### src/rtl/snake_body_engine.sv
// Snake body store and move sequencer.
// Segment coordinates live in a circular buffer indexed from the head
// pointer; the tail is derived as head_ptr - length + 1. Commands arrive
// as single-cycle init/step pulses, and pixels are streamed out to the
// VGA plotter as erase (tail) and draw (head) bursts of SEG*SEG pixels.
//
// Handshake: init and step are single-cycle request pulses with no ready.
// init is always taken and aborts whatever is in flight. step is taken
// only in IDLE with dead=0 and a non-empty body, and is silently dropped
// otherwise. busy is high in every state except IDLE, and done pulses
// for exactly one cycle when an accepted command finishes.
module snake_body_engine #(
    parameter int MAX_LEN  = 64,
    parameter int INIT_LEN = 4,
    parameter int GRID_W   = 80,
    parameter int GRID_H   = 60,
    parameter int SEG      = 2,
    parameter int INIT_X   = 30,
    parameter int INIT_Y   = 30,
    parameter int PX_W     = 8,
    parameter int PY_W     = 7
) (
    input  logic                          clk,
    input  logic                          rst,
    input  logic                          init,
    input  logic                          step,
    input  logic                          grow,
    input  logic [1:0]                    dir,
    output logic                          busy,
    output logic                          done,
    output logic                          dead,
    output logic [$clog2(MAX_LEN):0]      length,
    output logic [$clog2(GRID_W)-1:0]     head_x,
    output logic [$clog2(GRID_H)-1:0]     head_y,
    output logic                          plot_en,
    output logic [PX_W-1:0]               x,
    output logic [PY_W-1:0]               y,
    output logic                          colour
);

    localparam int PTR_W = $clog2(MAX_LEN);
    localparam int LEN_W = PTR_W + 1;
    localparam int GX_W  = $clog2(GRID_W);
    localparam int GY_W  = $clog2(GRID_H);
    localparam int K_W   = $clog2(SEG * SEG + 1);

    localparam logic [K_W-1:0]   PIX_LAST   = K_W'(SEG * SEG - 1);
    localparam logic [K_W-1:0]   SEG_K      = K_W'(SEG);
    localparam logic [LEN_W-1:0] ONE_L      = LEN_W'(1);
    localparam logic [LEN_W-1:0] INIT_LEN_L = LEN_W'(INIT_LEN);
    localparam logic [LEN_W-1:0] MAX_LEN_L  = LEN_W'(MAX_LEN);
    localparam logic [GX_W-1:0]  GX_MAX     = GX_W'(GRID_W - 1);
    localparam logic [GY_W-1:0]  GY_MAX     = GY_W'(GRID_H - 1);
    localparam logic [GX_W-1:0]  INIT_X_L   = GX_W'(INIT_X);
    localparam logic [GY_W-1:0]  INIT_Y_L   = GY_W'(INIT_Y);

    typedef enum logic [2:0] {
        S_IDLE, S_FILL, S_IDRAW, S_CALC, S_SCAN, S_ERASE, S_DRAW, S_DONE
    } state_t;

    typedef struct packed {
        logic [GX_W-1:0] gx;
        logic [GY_W-1:0] gy;
    } cell_t;

    state_t            state;
    state_t            state_next;
    cell_t             mem [MAX_LEN];
    logic [PTR_W-1:0]  head_ptr;
    logic [1:0]        last_dir;
    logic [1:0]        cur_dir;
    logic              eg;
    logic [LEN_W-1:0]  fill_idx;
    logic [LEN_W-1:0]  seg_idx;
    logic [LEN_W-1:0]  scan_idx;
    logic [K_W-1:0]    pix_k;
    cell_t             new_cell;

    logic              accept;
    logic              pix_last;
    logic [LEN_W-1:0]  scan_n;
    logic [PTR_W-1:0]  rd_ptr;
    cell_t             rd_cell;
    cell_t             nxt_cell;
    logic              wall;
    logic              hit;
    logic              we;
    logic [PTR_W-1:0]  waddr;
    cell_t             wdata;
    cell_t             pix_cell;
    logic [K_W-1:0]    dx;
    logic [K_W-1:0]    dy;

    assign accept   = (state == S_IDLE) && step && !dead && (length != '0);
    assign pix_last = (pix_k == PIX_LAST);
    // Without growth the tail cell vacates this move, so it is not a hazard.
    assign scan_n   = eg ? length : length - ONE_L;
    assign rd_cell  = mem[rd_ptr];
    assign hit      = (state == S_SCAN) && (rd_cell == new_cell);

    // Read-pointer selection: body walk for IDRAW/SCAN, tail for ERASE.
    always_comb begin
        rd_ptr = head_ptr;
        case (state)
            S_IDRAW: rd_ptr = head_ptr - PTR_W'(seg_idx);
            S_SCAN:  rd_ptr = head_ptr - PTR_W'(scan_idx);
            S_ERASE: rd_ptr = head_ptr - PTR_W'(length) + PTR_W'(1);
            default: rd_ptr = head_ptr;
        endcase
    end

    // Candidate new head and wall test; there is no wrap-around.
    always_comb begin
        nxt_cell.gx = head_x;
        nxt_cell.gy = head_y;
        wall        = 1'b0;
        case (cur_dir)
            2'b00: if (head_y == '0)    wall = 1'b1; else nxt_cell.gy = head_y - GY_W'(1);
            2'b01: if (head_y == GY_MAX) wall = 1'b1; else nxt_cell.gy = head_y + GY_W'(1);
            2'b10: if (head_x == '0)    wall = 1'b1; else nxt_cell.gx = head_x - GX_W'(1);
            default: if (head_x == GX_MAX) wall = 1'b1; else nxt_cell.gx = head_x + GX_W'(1);
        endcase
    end

    // Buffer write port: initial body during FILL, new head on the first DRAW cycle.
    always_comb begin
        we    = 1'b0;
        waddr = head_ptr;
        wdata = '0;
        if (!init) begin
            if (state == S_FILL) begin
                we       = 1'b1;
                waddr    = head_ptr - PTR_W'(fill_idx);
                wdata.gx = INIT_X_L;
                wdata.gy = INIT_Y_L + GY_W'(fill_idx);
            end else if (state == S_DRAW && pix_k == '0) begin
                we    = 1'b1;
                waddr = head_ptr + PTR_W'(1);
                wdata = new_cell;
            end
        end
    end

    // Segment storage; contents outside the live body are never read.
    always_ff @(posedge clk) begin
        if (we) mem[waddr] <= wdata;
    end

    // State register.
    always_ff @(posedge clk or negedge rst) begin
        if (!rst) state <= S_IDLE;
        else      state <= state_next;
    end

    // Next-state logic; init overrides everything.
    always_comb begin
        state_next = state;
        if (init) begin
            state_next = S_FILL;
        end else begin
            case (state)
                S_IDLE:  if (accept) state_next = S_CALC;
                S_FILL:  if (fill_idx == INIT_LEN_L - ONE_L) state_next = S_IDRAW;
                S_IDRAW: if (pix_last && seg_idx == INIT_LEN_L - ONE_L) state_next = S_DONE;
                S_CALC: begin
                    if (wall)               state_next = S_DONE;
                    else if (scan_n == '0)  state_next = S_ERASE;
                    else                    state_next = S_SCAN;
                end
                S_SCAN: begin
                    if (hit)                                state_next = S_DONE;
                    else if (scan_idx == scan_n - ONE_L)    state_next = eg ? S_DRAW : S_ERASE;
                end
                S_ERASE: if (pix_last) state_next = S_DRAW;
                S_DRAW:  if (pix_last) state_next = S_DONE;
                S_DONE:  state_next = S_IDLE;
                default: state_next = S_IDLE;
            endcase
        end
    end

    // Body bookkeeping: pointers, length, head, collision flag and counters.
    always_ff @(posedge clk or negedge rst) begin
        if (!rst) begin
            head_ptr <= '0;
            length   <= '0;
            dead     <= 1'b0;
            last_dir <= 2'b00;
            cur_dir  <= 2'b00;
            eg       <= 1'b0;
            head_x   <= '0;
            head_y   <= '0;
            fill_idx <= '0;
            seg_idx  <= '0;
            scan_idx <= '0;
            pix_k    <= '0;
            new_cell <= '0;
        end else if (init) begin
            head_ptr <= '0;
            length   <= '0;
            dead     <= 1'b0;
            last_dir <= 2'b00;
            fill_idx <= '0;
            seg_idx  <= '0;
            scan_idx <= '0;
            pix_k    <= '0;
        end else begin
            case (state)
                S_IDLE: begin
                    if (accept) begin
                        // A reversal would run into the neck; keep going the old way.
                        cur_dir  <= (dir == {last_dir[1], ~last_dir[0]}) ? last_dir : dir;
                        eg       <= grow && (length < MAX_LEN_L);
                        scan_idx <= '0;
                    end
                end
                S_FILL: begin
                    length   <= fill_idx + ONE_L;
                    fill_idx <= fill_idx + ONE_L;
                    if (fill_idx == '0) begin
                        head_x <= INIT_X_L;
                        head_y <= INIT_Y_L;
                    end
                end
                S_IDRAW: begin
                    pix_k <= pix_last ? '0 : pix_k + K_W'(1);
                    if (pix_last) seg_idx <= seg_idx + ONE_L;
                end
                S_CALC: begin
                    if (wall) dead <= 1'b1;
                    else      new_cell <= nxt_cell;
                end
                S_SCAN: begin
                    if (hit) dead <= 1'b1;
                    else     scan_idx <= scan_idx + ONE_L;
                end
                S_ERASE: begin
                    pix_k <= pix_last ? '0 : pix_k + K_W'(1);
                end
                S_DRAW: begin
                    pix_k <= pix_last ? '0 : pix_k + K_W'(1);
                    if (pix_k == '0) begin
                        // Pushing the head with unchanged length pops the tail implicitly.
                        head_ptr <= head_ptr + PTR_W'(1);
                        head_x   <= new_cell.gx;
                        head_y   <= new_cell.gy;
                        last_dir <= cur_dir;
                        if (eg) length <= length + ONE_L;
                    end
                end
                default: ;
            endcase
        end
    end

    // Pixel stream and status outputs.
    always_comb begin
        busy     = (state != S_IDLE);
        done     = (state == S_DONE);
        plot_en  = (state == S_IDRAW) || (state == S_ERASE) || (state == S_DRAW);
        colour   = (state == S_IDRAW) || (state == S_DRAW);
        pix_cell = (state == S_DRAW) ? new_cell : rd_cell;
        dx       = pix_k / SEG_K;
        dy       = pix_k % SEG_K;
        x        = '0;
        y        = '0;
        if (plot_en) begin
            x = PX_W'(pix_cell.gx) * PX_W'(SEG) + PX_W'(dx);
            y = PY_W'(pix_cell.gy) * PY_W'(SEG) + PY_W'(dy);
        end
    end

endmodule

### config.mk
export PLATFORM = sky130hd
export DESIGN_NAME = snake_body_engine
export DESIGN_NICKNAME = d
export VERILOG_FILES = /design/src/rtl/snake_body_engine.sv
export SDC_FILE = /design/constraint.sdc
export NUM_CORES = 1
export LEC_CHECK = 0
export ABC_AREA = 1
export CAP_MARGIN = 40
export CORE_MARGIN = 2
export CORE_UTILIZATION = 55
export CTS_CLUSTER_SIZE = 40
export DETAILED_ROUTE_END_ITERATION = 8
export GPL_TIMING_DRIVEN = 0
export PLACE_DENSITY = 0.71
export REMOVE_ABC_BUFFERS = 1
export SLEW_MARGIN = 20
export SYNTH_ARGS = -nofsm -noshare
export SYNTH_HDL_FRONTEND = slang
export SYNTH_SLANG_ARGS = --single-unit
### constraint.sdc
create_clock -name clk -period 11.48 [get_ports clk]
set_input_delay 3.444 -clock clk [delete_from_list [all_inputs] [get_ports clk]]
set_output_delay 3.444 -clock clk [all_outputs]
set_load 0.02 [all_outputs]
== Word-level counts from Yosys, hierarchy flattened ==
Memories as Yosys holds them, arrays and structs flattened.
Cells that the tools add are included.

* Memories kept: 1
* Input bits: 7
* Bits in latches: 0
* Register bits after elaboration: 72
* Bits in writable memories: 832
* Memory bits (read-only): 0
* Output and inout port bits: 40

{| class="wikitable"
|+ Memories
! name !! depth !! width !! read ports !! clocked after Yosys merged registers in !! wr ports !! RTL line !! RTL
|-
| mem || 64 || 13 || 1 || 0 || 1 || 68 || <nowiki>cell_t mem [MAX_LEN];</nowiki>
|}

* Bitwise gates (word level): 3
* $mul: 0
* Equality and inequality tests: 30
* Shifts and indexed selects: 0
* Muxes and demuxes: 72
* Add/sub/neg operators: 20
* Divide/modulo/power cells: 0
* Reductions and logical operators: 41
* Magnitude comparators: 1

{| class="wikitable"
|+ Operators with widths
! kind !! number
|-
| $mux 7 || 17
|-
| $mux 6 || 10
|-
| $pmux 7 s2 || 4
|-
| $mux 13 || 4
|-
| $add 7x1->7 const B || 5
|-
| $mux 3 || 11
|-
| $ne 3x3->1 const B || 9
|-
| $pmux 3 s8 || 1
|-
| $pmux 6 s2 || 2
|-
| $sub 6x6->6 || 4
|-
| $logic_not 7->1 || 3
|-
| $sub 7x1->7 const B || 3
|-
| $add 6x1->6 const B || 3
|-
| $pmux 6 s3 || 1
|-
| $reduce_and 3->1 || 5
|-
| $eq 7x2->1 const B || 2
|-
| $reduce_bool 2->1 || 7
|-
| $eq 13x13->1 || 1
|-
| $mux 1 || 13
|-
| $eq 3x3->1 const B || 4
|-
| $mux 2 || 6
|-
| $reduce_bool 3->1 || 4
|-
| $eq 3x2->1 const B || 3
|-
| $add 8x2->8 || 1
|-
| 32 further kinds || 44
|}

== Longest topological paths before layout ==
An unclocked memory read counts as a cell.

* Depth in word-level cells: 9
* Depth in mapped cells: 33
* Gate-level depth less buffers: 31

== Worst setup path before layout ==
OpenSTA, ideal clock, no wires.

* Path type: reg2out
* From: register state[0]
* To: output x[7]
* Data arrival time: 4.209 ns
* Setup slack: 3.827 ns
* Required time: 8.036 ns
* Cell stages (with the launch flop): 28
* Cell sequence: dfrtp_1 nor2_2 nand2_4 clkbuf_1 nand2_1 o21ai_0 inv_1 ha_1 inv_1 fa_1 or2_2 nand3_1 o211ai_2 inv_2 buf_2 buf_2 nand3_1 nand3_1 nand3_1 nand3_1 nand2_1 o21ai_0 ha_1 ha_1 nand2_1 nor3b_1 nand2_1 a21oi_1

* Cells in the longest elaborated chain, start to end: 6
* Elaborated cells between the ends (all ways): 11
* Those cells by class: 1 x add/sub; 4 x eq/ne; 3 x mux; 2 x reduce/logical; 1 x memory

{| class="wikitable"
|+ Ends and longest elaborated chain
! what !! RTL line !! RTL
|-
| from (decl) || 66 || <nowiki>state_t state;</nowiki>
|-
| from (signal assigned) || 152 || <nowiki>else state <= state_next;</nowiki>
|-
| $eq 3x3->1, or another cell as far along || 104, 260 ||
|-
| $pmux 6 s3 || 104 || <nowiki>case (state)</nowiki>
|-
| $mem_v2 64x13 || -- ||
|-
| $mux 13 || 262 || <nowiki>pix_cell = (state == S_DRAW) ? new_cell : rd_cell;</nowiki>
|-
| $add 8x2->8 || 268 || <nowiki>x = PX_W'(pix_cell.gx) * PX_W'(SEG) + PX_W'(dx);</nowiki>
|-
| $mux 8 (*) || 267 || <nowiki>if (plot_en) begin</nowiki>
|-
| to (decl) || 36 || <nowiki>output logic [PX_W-1:0] x,</nowiki>
|}

Every way passes the cells marked *; elsewhere a longest branch is shown, timed or not.

== Final worst setup path ==
Same ends and word-level chain as after synthesis.

==> summary.txt <==
postcts setup bufs = 0
Crit Path Max Fanout = 104
CTS tree = done
Die Footprint = 74300 um^2
flop2flop setup slack = 5.44 ns
Tightest Hold Check Type = flip-flop to flip-flop
Global Route Usage Sum = 0.281
post-route ant nets = 0
Port Buf Inserts = 46
top cell type's share of synthesized area = 0.630
# fillers = 5276
area occupied by multi-input gates = 11700 um^2
DR iter-0 viols = 3633
final period utilization = 0.930
final setup vio count = 0
Core ar. = 71500 um^2
largest net degree at the start of global routing = 122
Layout Skew = 0.0188 ns
CTS H-Tree Depth = 3
Avg WL per Cell = 22.0 um
crit path time final = 10.67 ns
crit path kind = flip-flop to output pin
Reg2Reg Depth = 29
Slew Viols, Final = 0
DR vias/cell = 6.02
Netlist cell types = 47
Final Hold Vio Count = 0
required time of the critical path = 8.04 ns
post-synthesis sequential area ratio = 0.675
P per Cell Area = 248 nW/um^2
Non-Filler Instances = 4719
Std-Cell Rows = 98
layout cells sized above 1 = 0.0905
synth warn = 0
final WL = 104000 um
CTS buffer count = 92
Hold Path Origin = seg_idx[3]
DRC viols = 0
CP max stage delay = 0.56 ns
vias in the first global route = 27000
Synth Register Bits = 904
TritonRoute pass-1 iters = 5
Slowest cell on crit path = clkdlybuf4s50_1
crit path from = state[0]
Clock Tree Buf Depth = 3
first-pass GRT wire length = 158000 um
WHS Endpoint = seg_idx[3]
chip width = 273 um
Leak = 16.7 nW
clk sinks = 904
measured slew at the worst slew-check pin = 0.959 ns
Worst VDD drop = 0.170 mV
most frequent cells in the layout = nand2_1 (953), nand3_1 (939), edfxtp_1 (832)
Slew HR = 0.354
RSZ-0062 raised after global routing = false
CTS Root Cell = clkbuf_16
register clock-pin slew on the reported worst setup and hold paths = 0.06 ns
Syn Std Cell Area = 39700 um^2
post-placement cell count = 4536
most common cell after layout, fill and taps aside = nand2_1
WHS = 0.513 ns
Synth area leaders = edfxtp_1 (63%), nand3_1 (12%), nand2_1 (9.0%)
Nets = 3745
HPWL Detailed = 66000 um
Critical Path End Type = output pin
gpl congestion = 0.922
Synth Instances = 3648
most frequent CP cell = nand3_1
ant diodes = 0
WHS Path Cells = 1
antenna violations before repair = 4
element type at the critical path start = flip-flop
area grow syn2layout = 14.7%
synthesized area per cell = 10.9 um^2
critical path data arrival time = 7.23 ns
clk_lat worst skew = 0.65 ns
hold_buf cts = 0
Vert. Die Dim = 273 um
Max Cap Viol = 0
Yosys top cell by area = edfxtp_1
worst r2r dst = scan_idx[5]
fmax = 0.0937 GHz
vias = 28400
reg2reg start = state[0]
status = complete, no violations
Resized Gates After CTS = 0
register area = 26800 um^2
initial core utilization = 0.555
# IOs = 47
gr ovfl total = 0
[area by class of cell]
| class | instances | share of cell area |
|---|---|---|
| sequential | 904 | 0.589 |
| multi-input combinational | 2395 | 0.257 |
| timing repair buffer | 158 | 0.0557 |
| clock buffer | 122 | 0.0544 |
| tap | 950 | 0.0261 |
| inverter | 146 | 0.0122 |
| clock inverter | 44 | 0.00583 |
[registers in the layout, summed over array words and instances, names as in the netlist]
register / cells
pix_k: 3
eg: 1
head_ptr: 6
head_x: 7
last_dir: 2
mem: 832
state: 3
length: 7
seg_idx: 7
head_y: 6
dead: 1
scan_idx: 7
cur_dir: 2
new_cell: 13
fill_idx: 7
[synthesized netlist by cell type (all sizes together)]
library cell	number
a221oi	3
nor4b	1
clkinv	3
or2	3
dfrtp	72
nand4	8
inv	143
o221ai	4
xor2	36
nor3b	2
xnor2	11
a22oi	3
a21boi	2
a311oi	1
nor4	6
nor2	177
edfxtp	832
a211oi	10
nand3b	1
o311ai	1
o211ai	6
o21bai	2
fa	3
nand2	960
buf	160
o22ai	21
clkbuf	43
nand3	944
ha	38
o21a	1
o21ai	83
a21oi	37
a31oi	8
nor3	23
[how the worst max path moves through the flow]
stage,end,slack (ns),cells past startpoint
2_1_floorplan,x[5],-3.11,22
3_3_place_gp,x[7],-12.09,25
3_5_place_dp,x[7],1.65,28
4_1_cts,x[7],0.95,28
5_1_grt,x[7],0.47,28
6_report,x[7],0.81,28
[layer usage]
metal | vias to the layer above | wire [um] | track usage
met5 | - | 22 | 0
met4 | 4 | 4400 | 0.122
met3 | 260 | 9740 | 0.0515
met2 | 1436 | 49100 | 0.451
met1 | 13700 | 40500 | 0.379
li1 | 13000 | - | -
[logic make-up after synthesis]
family,synth area share
compound gates,0.0266
xor+xnor,0.0104
fa+ha+maj,0.0135
buf+inv,0.0392
flops,0.675
simple gates,0.235
[critical path, delay by kind of cell, from the launching register on]
kind | cells | cell delay (ns)
buffers and inverters | 7 | 2.06
adders and majority gates | 3 | 0.72
AOI/OAI and AO/OA | 5 | 0.96
DFF | 1 | 0.45
and+or+nand+nor | 13 | 2.28
[through the flow]
stage / setup TNS, ns / power [W] / setup slack (ns) / cell area [um^2] / utilization
2_1_floorplan: -33.03 / 0.00683 / -3.11 / 38700 / -
3_3_place_gp: -348.70 / 0.00854 / -12.09 / 40300 / 0.564
3_5_place_dp: 0 / 0.00848 / 1.65 / 42600 / 0.595
4_1_cts: 0 / 0.0112 / 0.948 / 45300 / 0.634
5_1_grt: 0 / 0.0118 / 0.472 / 45500 / 0.636
6_report: 0 / 0.0113 / 0.808 / 45500 / 0.636
[report_power, final]
group | switching (W) | internal (W) | total, W | leakage [nW]
combinational | 0.00311 | 0.00140 | 0.00451 | 6.75
clock | 0.00123 | 0.00152 | 0.00275 | 1.35
sequential | 0.000105 | 0.00391 | 0.00402 | 8.60
No activity file was read; power rests on OpenSTA's default activity.
